### config.mk
export PLATFORM = sky130hd
export DESIGN_NAME = alu_req_scheduler
export DESIGN_NICKNAME = d
export VERILOG_FILES = /design/src/rtl/alu_pkg.sv /design/src/rtl/rr_arb2.sv /design/src/rtl/alu_req_scheduler.sv
export SDC_FILE = /design/constraint.sdc
export NUM_CORES = 1
export LEC_CHECK = 0
export CORE_MARGIN = 2
export CORE_UTILIZATION = 45
export CTS_BUF_LIST = sky130_fd_sc_hd__clkbuf_16
export DETAILED_ROUTE_END_ITERATION = 7
export HOLD_SLACK_MARGIN = 0.08
export PLACE_DENSITY = 0.94
export SLEW_MARGIN = 20
export SYNTH_ARGS = -nofsm -noshare
export SYNTH_HDL_FRONTEND = slang
export SYNTH_SLANG_ARGS = --single-unit
### constraint.sdc
create_clock -name clk -period 7.3 [get_ports clk]
set_input_delay 1.095 -clock clk [delete_from_list [all_inputs] [get_ports clk]]
set_output_delay 1.095 -clock clk [all_outputs]
set_load 0.05 [all_outputs]
### src/rtl/alu_pkg.sv
// Shared definitions for the ALU request scheduler: opcode encodings, FSM
// states and the opcode-to-settling-time lookup.
package alu_pkg;

    localparam logic [2:0] OP_ADD  = 3'b000;
    localparam logic [2:0] OP_SUB  = 3'b001;
    localparam logic [2:0] OP_MUL  = 3'b010;
    localparam logic [2:0] OP_DIV  = 3'b011;
    localparam logic [2:0] OP_MOD  = 3'b100;
    localparam logic [2:0] OP_SQ   = 3'b101;
    localparam logic [2:0] OP_CUBE = 3'b110;
    localparam logic [2:0] OP_ZERO = 3'b111;

    typedef enum logic [1:0] {
        ST_IDLE = 2'd0,
        ST_EXEC = 2'd1,
        ST_RESP = 2'd2
    } state_t;

    // Number of cycles the ALU inputs must stay stable for a given opcode.
    function automatic int lat_sel(input logic [2:0] op,
                                   input int lat_add,
                                   input int lat_mul,
                                   input int lat_cube,
                                   input int lat_div);
        case (op)
            OP_MUL, OP_SQ:  return lat_mul;
            OP_CUBE:        return lat_cube;
            OP_DIV, OP_MOD: return lat_div;
            default:        return lat_add;
        endcase
    endfunction

    function automatic logic is_divide(input logic [2:0] op);
        return (op == OP_DIV) || (op == OP_MOD);
    endfunction

endpackage

### src/rtl/rr_arb2.sv
// Two-way round-robin arbiter. ptr=0 favours requester 0; after every grant
// the pointer moves to the requester that did not win.
module rr_arb2 (
    input  logic clk,
    input  logic rst,
    input  logic en,
    input  logic valid0,
    input  logic valid1,
    output logic grant0,
    output logic grant1
);

    logic ptr;

    always_comb begin
        grant0 = 1'b0;
        grant1 = 1'b0;
        if (en) begin
            if (valid0 && valid1) begin
                grant0 = ~ptr;
                grant1 = ptr;
            end else begin
                grant0 = valid0;
                grant1 = valid1;
            end
        end
    end

    // A grant is only ever issued to a valid requester, so grant == accept.
    always_ff @(posedge clk or posedge rst) begin
        if (rst)
            ptr <= 1'b0;
        else if (grant0 || grant1)
            ptr <= grant0;
    end

endmodule

### src/rtl/alu_req_scheduler.sv
// Shares one combinational ALU between two requesters: grants one command at a
// time, holds the ALU inputs for the opcode's settling time, returns the result.
module alu_req_scheduler
    import alu_pkg::*;
#(
    parameter int W        = 32,
    parameter int LAT_ADD  = 1,
    parameter int LAT_MUL  = 2,
    parameter int LAT_CUBE = 4,
    parameter int LAT_DIV  = 6
) (
    input  logic         clk,
    input  logic         rst,
    input  logic         req0_valid,
    output logic         req0_ready,
    input  logic [2:0]   req0_op,
    input  logic [W-1:0] req0_a,
    input  logic [W-1:0] req0_b,
    input  logic         req1_valid,
    output logic         req1_ready,
    input  logic [2:0]   req1_op,
    input  logic [W-1:0] req1_a,
    input  logic [W-1:0] req1_b,
    output logic [W-1:0] alu_var1,
    output logic [W-1:0] alu_var2,
    output logic [2:0]   alu_op,
    input  logic [W-1:0] alu_result,
    output logic         rsp_valid,
    input  logic         rsp_ready,
    output logic [W-1:0] rsp_data,
    output logic         rsp_id,
    output logic         rsp_err,
    output logic         busy
);

    localparam int LAT_M1  = (LAT_ADD > LAT_MUL) ? LAT_ADD : LAT_MUL;
    localparam int LAT_M2  = (LAT_CUBE > LAT_DIV) ? LAT_CUBE : LAT_DIV;
    localparam int LAT_MAX = (LAT_M1 > LAT_M2) ? LAT_M1 : LAT_M2;
    localparam int CW      = $clog2(LAT_MAX) + 1;

    typedef logic [CW-1:0] cnt_t;

    state_t       state, state_nxt;
    logic         grant0, grant1;
    logic         idle, accept;
    logic [2:0]   sel_op;
    logic [W-1:0] sel_a, sel_b;
    logic         sel_divz;

    logic [2:0]   op_q;
    logic [W-1:0] a_q, b_q;
    logic         id_q;
    logic         divz_q;
    logic         zero_q;
    cnt_t         cnt;

    assign idle = (state == ST_IDLE);
    assign busy = ~idle;

    rr_arb2 u_arb (
        .clk    (clk),
        .rst    (rst),
        .en     (idle),
        .valid0 (req0_valid),
        .valid1 (req1_valid),
        .grant0 (grant0),
        .grant1 (grant1)
    );

    assign req0_ready = grant0;
    assign req1_ready = grant1;
    assign accept     = (req0_valid && req0_ready) || (req1_valid && req1_ready);

    assign sel_op   = grant1 ? req1_op : req0_op;
    assign sel_a    = grant1 ? req1_a  : req0_a;
    assign sel_b    = grant1 ? req1_b  : req0_b;
    // The ALU output is meaningless for a zero divisor; skip the wait entirely.
    assign sel_divz = is_divide(sel_op) && (sel_b == '0);

    always_ff @(posedge clk or posedge rst) begin
        if (rst)
            state <= ST_IDLE;
        else
            state <= state_nxt;
    end

    always_comb begin
        state_nxt = state;
        alu_var1  = '0;
        alu_var2  = '0;
        alu_op    = OP_ZERO;
        case (state)
            ST_IDLE: begin
                if (accept)
                    state_nxt = ST_EXEC;
            end
            ST_EXEC: begin
                alu_var1 = a_q;
                alu_var2 = b_q;
                alu_op   = op_q;
                if (cnt == cnt_t'(1))
                    state_nxt = ST_RESP;
            end
            ST_RESP: begin
                if (rsp_ready)
                    state_nxt = ST_IDLE;
            end
            default: state_nxt = ST_IDLE;
        endcase
    end

    // Command capture, settle counter and response registers.
    always_ff @(posedge clk or posedge rst) begin
        if (rst) begin
            op_q      <= OP_ZERO;
            a_q       <= '0;
            b_q       <= '0;
            id_q      <= 1'b0;
            divz_q    <= 1'b0;
            zero_q    <= 1'b0;
            cnt       <= '0;
            rsp_valid <= 1'b0;
            rsp_data  <= '0;
            rsp_id    <= 1'b0;
            rsp_err   <= 1'b0;
        end else begin
            case (state)
                ST_IDLE: begin
                    if (accept) begin
                        op_q   <= sel_op;
                        a_q    <= sel_a;
                        b_q    <= sel_b;
                        id_q   <= grant1;
                        divz_q <= sel_divz;
                        zero_q <= sel_divz || (sel_op == OP_ZERO);
                        cnt    <= sel_divz ? cnt_t'(1)
                                           : cnt_t'(lat_sel(sel_op, LAT_ADD, LAT_MUL,
                                                            LAT_CUBE, LAT_DIV));
                    end
                end
                ST_EXEC: begin
                    if (cnt == cnt_t'(1)) begin
                        rsp_valid <= 1'b1;
                        rsp_data  <= zero_q ? '0 : alu_result;
                        rsp_id    <= id_q;
                        rsp_err   <= divz_q;
                    end else begin
                        cnt <= cnt - cnt_t'(1);
                    end
                end
                ST_RESP: begin
                    if (rsp_ready)
                        rsp_valid <= 1'b0;
                end
                default: ;
            endcase
        end
    end

endmodule

## Yosys cells after proc, flatten, opt, wreduce, memory -nomap -nowiden

Index checks and enable logic that the tools add are counted.

| storage, ports and cells | value |
|---|---|
| flip-flop bits (word level) | 112 |
| input port bits | 171 |
| output and inout bits | 105 |
| logic and storage cells | 71 |

| operators by class | value |
|---|---|
| add/subtract/negate cells | 1 |
| eq/ne operators | 13 |
| multiplexer cells | 23 |
| bitwise gates (word level) | 2 |
| reductions and logical operators | 19 |

Operators with widths:

| kind | number |
|---|---|
| 32-bit two-way mux | 5 |
| 32-bit zero test | 1 |
| 3-bit == test, second input constant | 4 |
| 4-bit two-way mux | 3 |
| 3-bit case mux with 3 select lines | 1 |
| 3-bit AND reduction | 3 |
| 4-bit case mux with 2 select lines | 1 |
| 3-bit by 2-bit == test with 1-bit output, second input constant | 2 |
| 1-bit two-way mux | 6 |
| 2-bit two-way mux | 3 |
| 3-bit two-way mux | 2 |
| 2-bit != test, second input constant | 3 |
| 2-bit case mux with 3 select lines | 1 |
| 4-bit by 1-bit == test with 1-bit output, second input constant | 1 |
| 1-bit logical AND | 4 |
| 1-bit logical OR | 4 |
| 2-bit AND reduction | 2 |
| 2-bit nonzero test | 2 |
| 2-bit OR reduction | 2 |
| 4-bit by 1-bit subtractor with 4-bit output, second input constant | 1 |
| 2-bit by 1-bit == test with 1-bit output, second input constant | 1 |
| 2-bit == test, second input constant | 1 |
| 2-bit zero test | 1 |
| 2-bit by 1-bit != test with 1-bit output, second input constant | 1 |
| 2 further kinds | 3 |

## Longest topological paths before layout

| logic depth | value |
|---|---|
| word-level depth | 10 |
| mapped depth | 8 |
| depth with buffers taken out | 7 |

## Cells and area by module

From an unflattened synthesis, not the netlist that was laid out.

| second synthesis, totals | value |
|---|---|
| cells, all modules | 609 |
| area, all modules | 5689.2 um^2 |

Modules (own cells, without submodules):

| module | times used | cells an instance | area an instance (um^2) | seq. area each (um^2) |
|---|---|---|---|---|
| alu_req_scheduler | 1 | 600 | 5624.1 | 2781.4 |
| rr_arb2 | 1 | 9 | 65.1 | 25.0 |

## Worst setup path before layout

Ideal clock, no wire load.

| path | value |
|---|---|
| path kind | in2out |
| from | input port req0_valid |
| to | output port req0_ready |
| arrival | 1911 ps |
| required time | 6205 ps |
| slack | 4294 ps |
| cell stages on the path | 2 |
| path buffers | 0 |
| cells stage by stage | nand2_1 a21oi_1 |

| between the ends | value |
|---|---|
| word-level cells in the longest chain between the ends | 3 |

Ends and longest elaborated chain:

| element | RTL line | text |
|---|---|---|
| start, declared | alu_req_scheduler.sv:14 | `input logic req0_valid,` |
| 1-bit logical AND | rr_arb2.sv:19 | `if (valid0 && valid1) begin` |
| 1-bit two-way mux * | rr_arb2.sv:19 |  |
| 1-bit two-way mux * | rr_arb2.sv:18 | `if (en) begin` |
| end, declared | alu_req_scheduler.sv:15 | `output logic req0_ready,` |

Every way passes the cells marked *; elsewhere a longest branch is shown, timed or not.

## Final worst setup path

| path | value |
|---|---|
| from | input port req1_valid |
| to | output port req1_ready |

| between the ends | value |
|---|---|
| word-level cells in the longest chain between the ends | 3 |

Ends and longest elaborated chain:

| element | RTL line | text |
|---|---|---|
| start, declared | alu_req_scheduler.sv:19 | `input logic req1_valid,` |
| 1-bit logical AND | rr_arb2.sv:19 |  |
| 1-bit two-way mux * | rr_arb2.sv:19 |  |
| 1-bit two-way mux * | rr_arb2.sv:18 |  |
| end, declared | alu_req_scheduler.sv:20 | `output logic req1_ready,` |

Marked as above.

==> flow_metrics.env <==
export IMPL_synth_fp_nets=828
export IMPL_synthAdderAreaFrac=0.00430
export IMPL_grt_pass1_wl_um=28500
export IMPL_relSlewSlack=0.297
export IMPL_hp_class="reg2reg"
export IMPL_cp_arrival_ns=4.13
export IMPL_grt_util_met3=0.0635
export IMPL_cpMostUsedCell="clkdlybuf4s50_1"
export IMPL_core_um2=12600
export IMPL_grtUsageMet1=0.309
export IMPL_synth_ff_type="dfrtp_1"
export IMPL_final_area_um2=8920
export IMPL_path_class="in2out"
export IMPL_min_from="b_q[29]"
export IMPL_critPathMaxStageDelay_ns=0.87
export IMPL_wl_um=17500
export IMPL_hold_violations=0
export IMPL_r2r_start="state[0]"
export IMPL_synth_mux_area_frac=0.0683
export IMPL_path_max_fanout=74
export IMPL_finClkSkew_ns=0.00514
export IMPL_met2_usage=0.435
export IMPL_place_area_um2=8630
export IMPL_finalSetupTns_ns=0
export IMPL_finalMaxSlewViolations=0
export IMPL_async_flop_share=1.00
export IMPL_grt_usage=0.257
export IMPL_cts_buffer_depth=2
export IMPL_postCtsResizedCells=0
export IMPL_netlist_area_um2=5820
export IMPL_cts_setup_buffers=0
export IMPL_crit_path_cell_trace="clkdlybuf4s50_1, nor3b_4, nand2_4, inv_6, clkdlybuf4s50_1"
export IMPL_rsz0062_at_grt="no"
export IMPL_clkLatencyLatePin_ns=0.35
export IMPL_crit_path_start_kind="primary input"
export IMPL_dp_slack_ns=2.09
export IMPL_ir_drop_uv=258
export IMPL_die_w_um=118
export IMPL_vias_per_cell=5.12
export IMPL_htree_levels=3
export IMPL_layout_drive_gt1_share=0.0421
export IMPL_synth_top_area_frac=0.468
export IMPL_max_freq_ghz=0.192
export IMPL_finalSetupViolations=0
export IMPL_worstSetupEndpointType="output pin"
export IMPL_ios=276
export IMPL_synth_avg_cell_area_um2=8.89
export IMPL_fin_crit_ns=5.22
export IMPL_first_iter_violations=364
export IMPL_syn_to_final_growth_pct=53.2
export IMPL_ys_warn_count=0
export IMPL_finalWeightedCongestion=0.869
export IMPL_synth_edf_count=0
export IMPL_synth_xor_area_frac=0.00301
export IMPL_grt_start_max_net_pins=77
export IMPL_synth_distinct_cells=42
export IMPL_final_nets=1072
export IMPL_root_buffer="clkbuf_16"
export IMPL_yosysSeqAreaShare=0.482
export IMPL_yosys_area_share_simple=0.280
export IMPL_drv_cap=0
export IMPL_die_h_um=118
export IMPL_dp_hpwl_um=13000
export IMPL_top_usage_layer="met2"
export IMPL_crit_slowest_cell="clkdlybuf4s50_1"
export IMPL_syn_inst=655
export IMPL_grt_overflow_total=0
export IMPL_leakage_uw=0.00388
export IMPL_cts_tree="yes"
export IMPL_cts_buffers=9
export IMPL_dieArea_um2=13900
export IMPL_status="finished clean"
export IMPL_route_vias_total=5507
export IMPL_port_buffer_count=275
export IMPL_startpoint="req1_valid"
export IMPL_tightest_slew_ns=1.05
export IMPL_clkTransAtPathRegs_ns=0.07
export IMPL_antenna_found_initial=0
export IMPL_synth_seq_cells=112
export IMPL_wl_per_cell_um=16.3
export IMPL_timing_final_ws_setup_ns=2.08
export IMPL_pwr_density_cell_nw_per_um2=510
export IMPL_postCtsHoldBufs=0
export IMPL_start_util=0.461
export IMPL_dr_pass1_iters=5
export IMPL_synth_compound_area_share=0.119
export IMPL_yosysMostFrequentCell="nand2_1"
export IMPL_ant_nets=0
export IMPL_grt_pass1_vias=5557
export IMPL_synth_top_area_cell="dfrtp_1"
export IMPL_synth_top_family_by_area="simple AND/OR/NAND/NOR gates"
export IMPL_required_ns=6.20
export IMPL_clkSinkCount=112
export IMPL_num_rows=41
export IMPL_drc=0
export IMPL_ys_top_cells_by_area="dfrtp_1, nand2_1, and2_1, mux2i_1, o21ai_0"
export IMPL_fin_crit_sh=0.715
export IMPL_final_core_util=0.707
export IMPL_finalPower_uw=4550
export IMPL_antennaDiodeCount=0
export IMPL_synth_top_cells_by_count="nand2_1, dfrtp_1, and2_1, o21ai_0, nor2_1"
-- worst paths after layout --
check | end | slack (ns) | depth (start not counted)
min in group asynchronous | a_q[25] | 1.12 | 2
max | req1_ready | 2.08 | 5
min | b_q[29] | 0.47 | 2
max reg2reg | rsp_id | 4.78 | 4
min reg2reg | b_q[29] | 0.47 | 2
max in group asynchronous | b_q[26] | 4.85 | 3
-- layer usage --
layer	wire, µm	share of wire
met1	7210	0.41
met2	8610	0.49
met3	1060	0.061
met4	610	0.035
met5	0	0
-- area by class of cell --
type                    count  area (µm²)
inverters                   6        30.0
clock buffers               9         225
repair buffers            279        2780
well taps                 172         215
fillers                   966        3700
multi-input cells         491        2800
flip-flops and latches    112        2810
clock inverters             6        58.8
-- kinds of logic (layout without fill, tap and decap cells) --
kind of cell,Yosys count,count (layout)
and+or+nand+nor,325,325
AOI/OAI and AO/OA,123,123
DFF,112,112
buffers and inverters,52,300
muxes,39,39
adders and majority gates,2,2
xor gates and xnor gates,2,2
-- placed cells by master (no fill, tap or decap), drive strengths merged, types with 2 or more instances in the layout --
cell / count
a21oi: 6
nand2b: 38
ha: 2
inv: 8
a31o: 2
mux2i: 36
nor3b: 3
a31oi: 34
nor2b: 2
clkdlybuf4s50: 275
o21ai: 76
mux2: 3
clkinv: 3
nand2: 147
buf: 4
nand3: 7
nor2: 39
nand4: 3
nor3: 2
dfstp: 3
and2: 64
nor4: 17
clkbuf: 9
o31ai: 2
dfrtp: 109
-- worst max-delay path: cells and delay by family --
family	cells	cell delay, ns
buf+inv	3	1.97
simple gates	2	1.01
-- flip-flops by register name, summed over array words and instances, names as in the netlist --
name,flops
divz_q,1
zero_q,1
state,2
b_q,32
rsp_data,32
id_q,1
a_q,32
rsp_id,1
u_arb.ptr,1
op_q,3
cnt,4
rsp_err,1
rsp_valid,1
-- where the power goes --
part	internal [µW]	switching [µW]	leakage (µW)
sequential	924	164	0.00135
clock	264	225	0.000139
combinational	1020	1950	0.00239
total	2200	2340	0.00388
-- stage by stage --
step | instances | hold WS [ns]
6_report | 1075 | 0.475
5_1_grt | 1075 | 0.492
4_1_cts | 1075 | 0.478
3_5_place_dp | 1060 | 0.462
3_3_place_gp | 1060 | 0.455
2_1_floorplan | 655 | 0.442
Note: power is estimated with default switching activity, not from simulation.
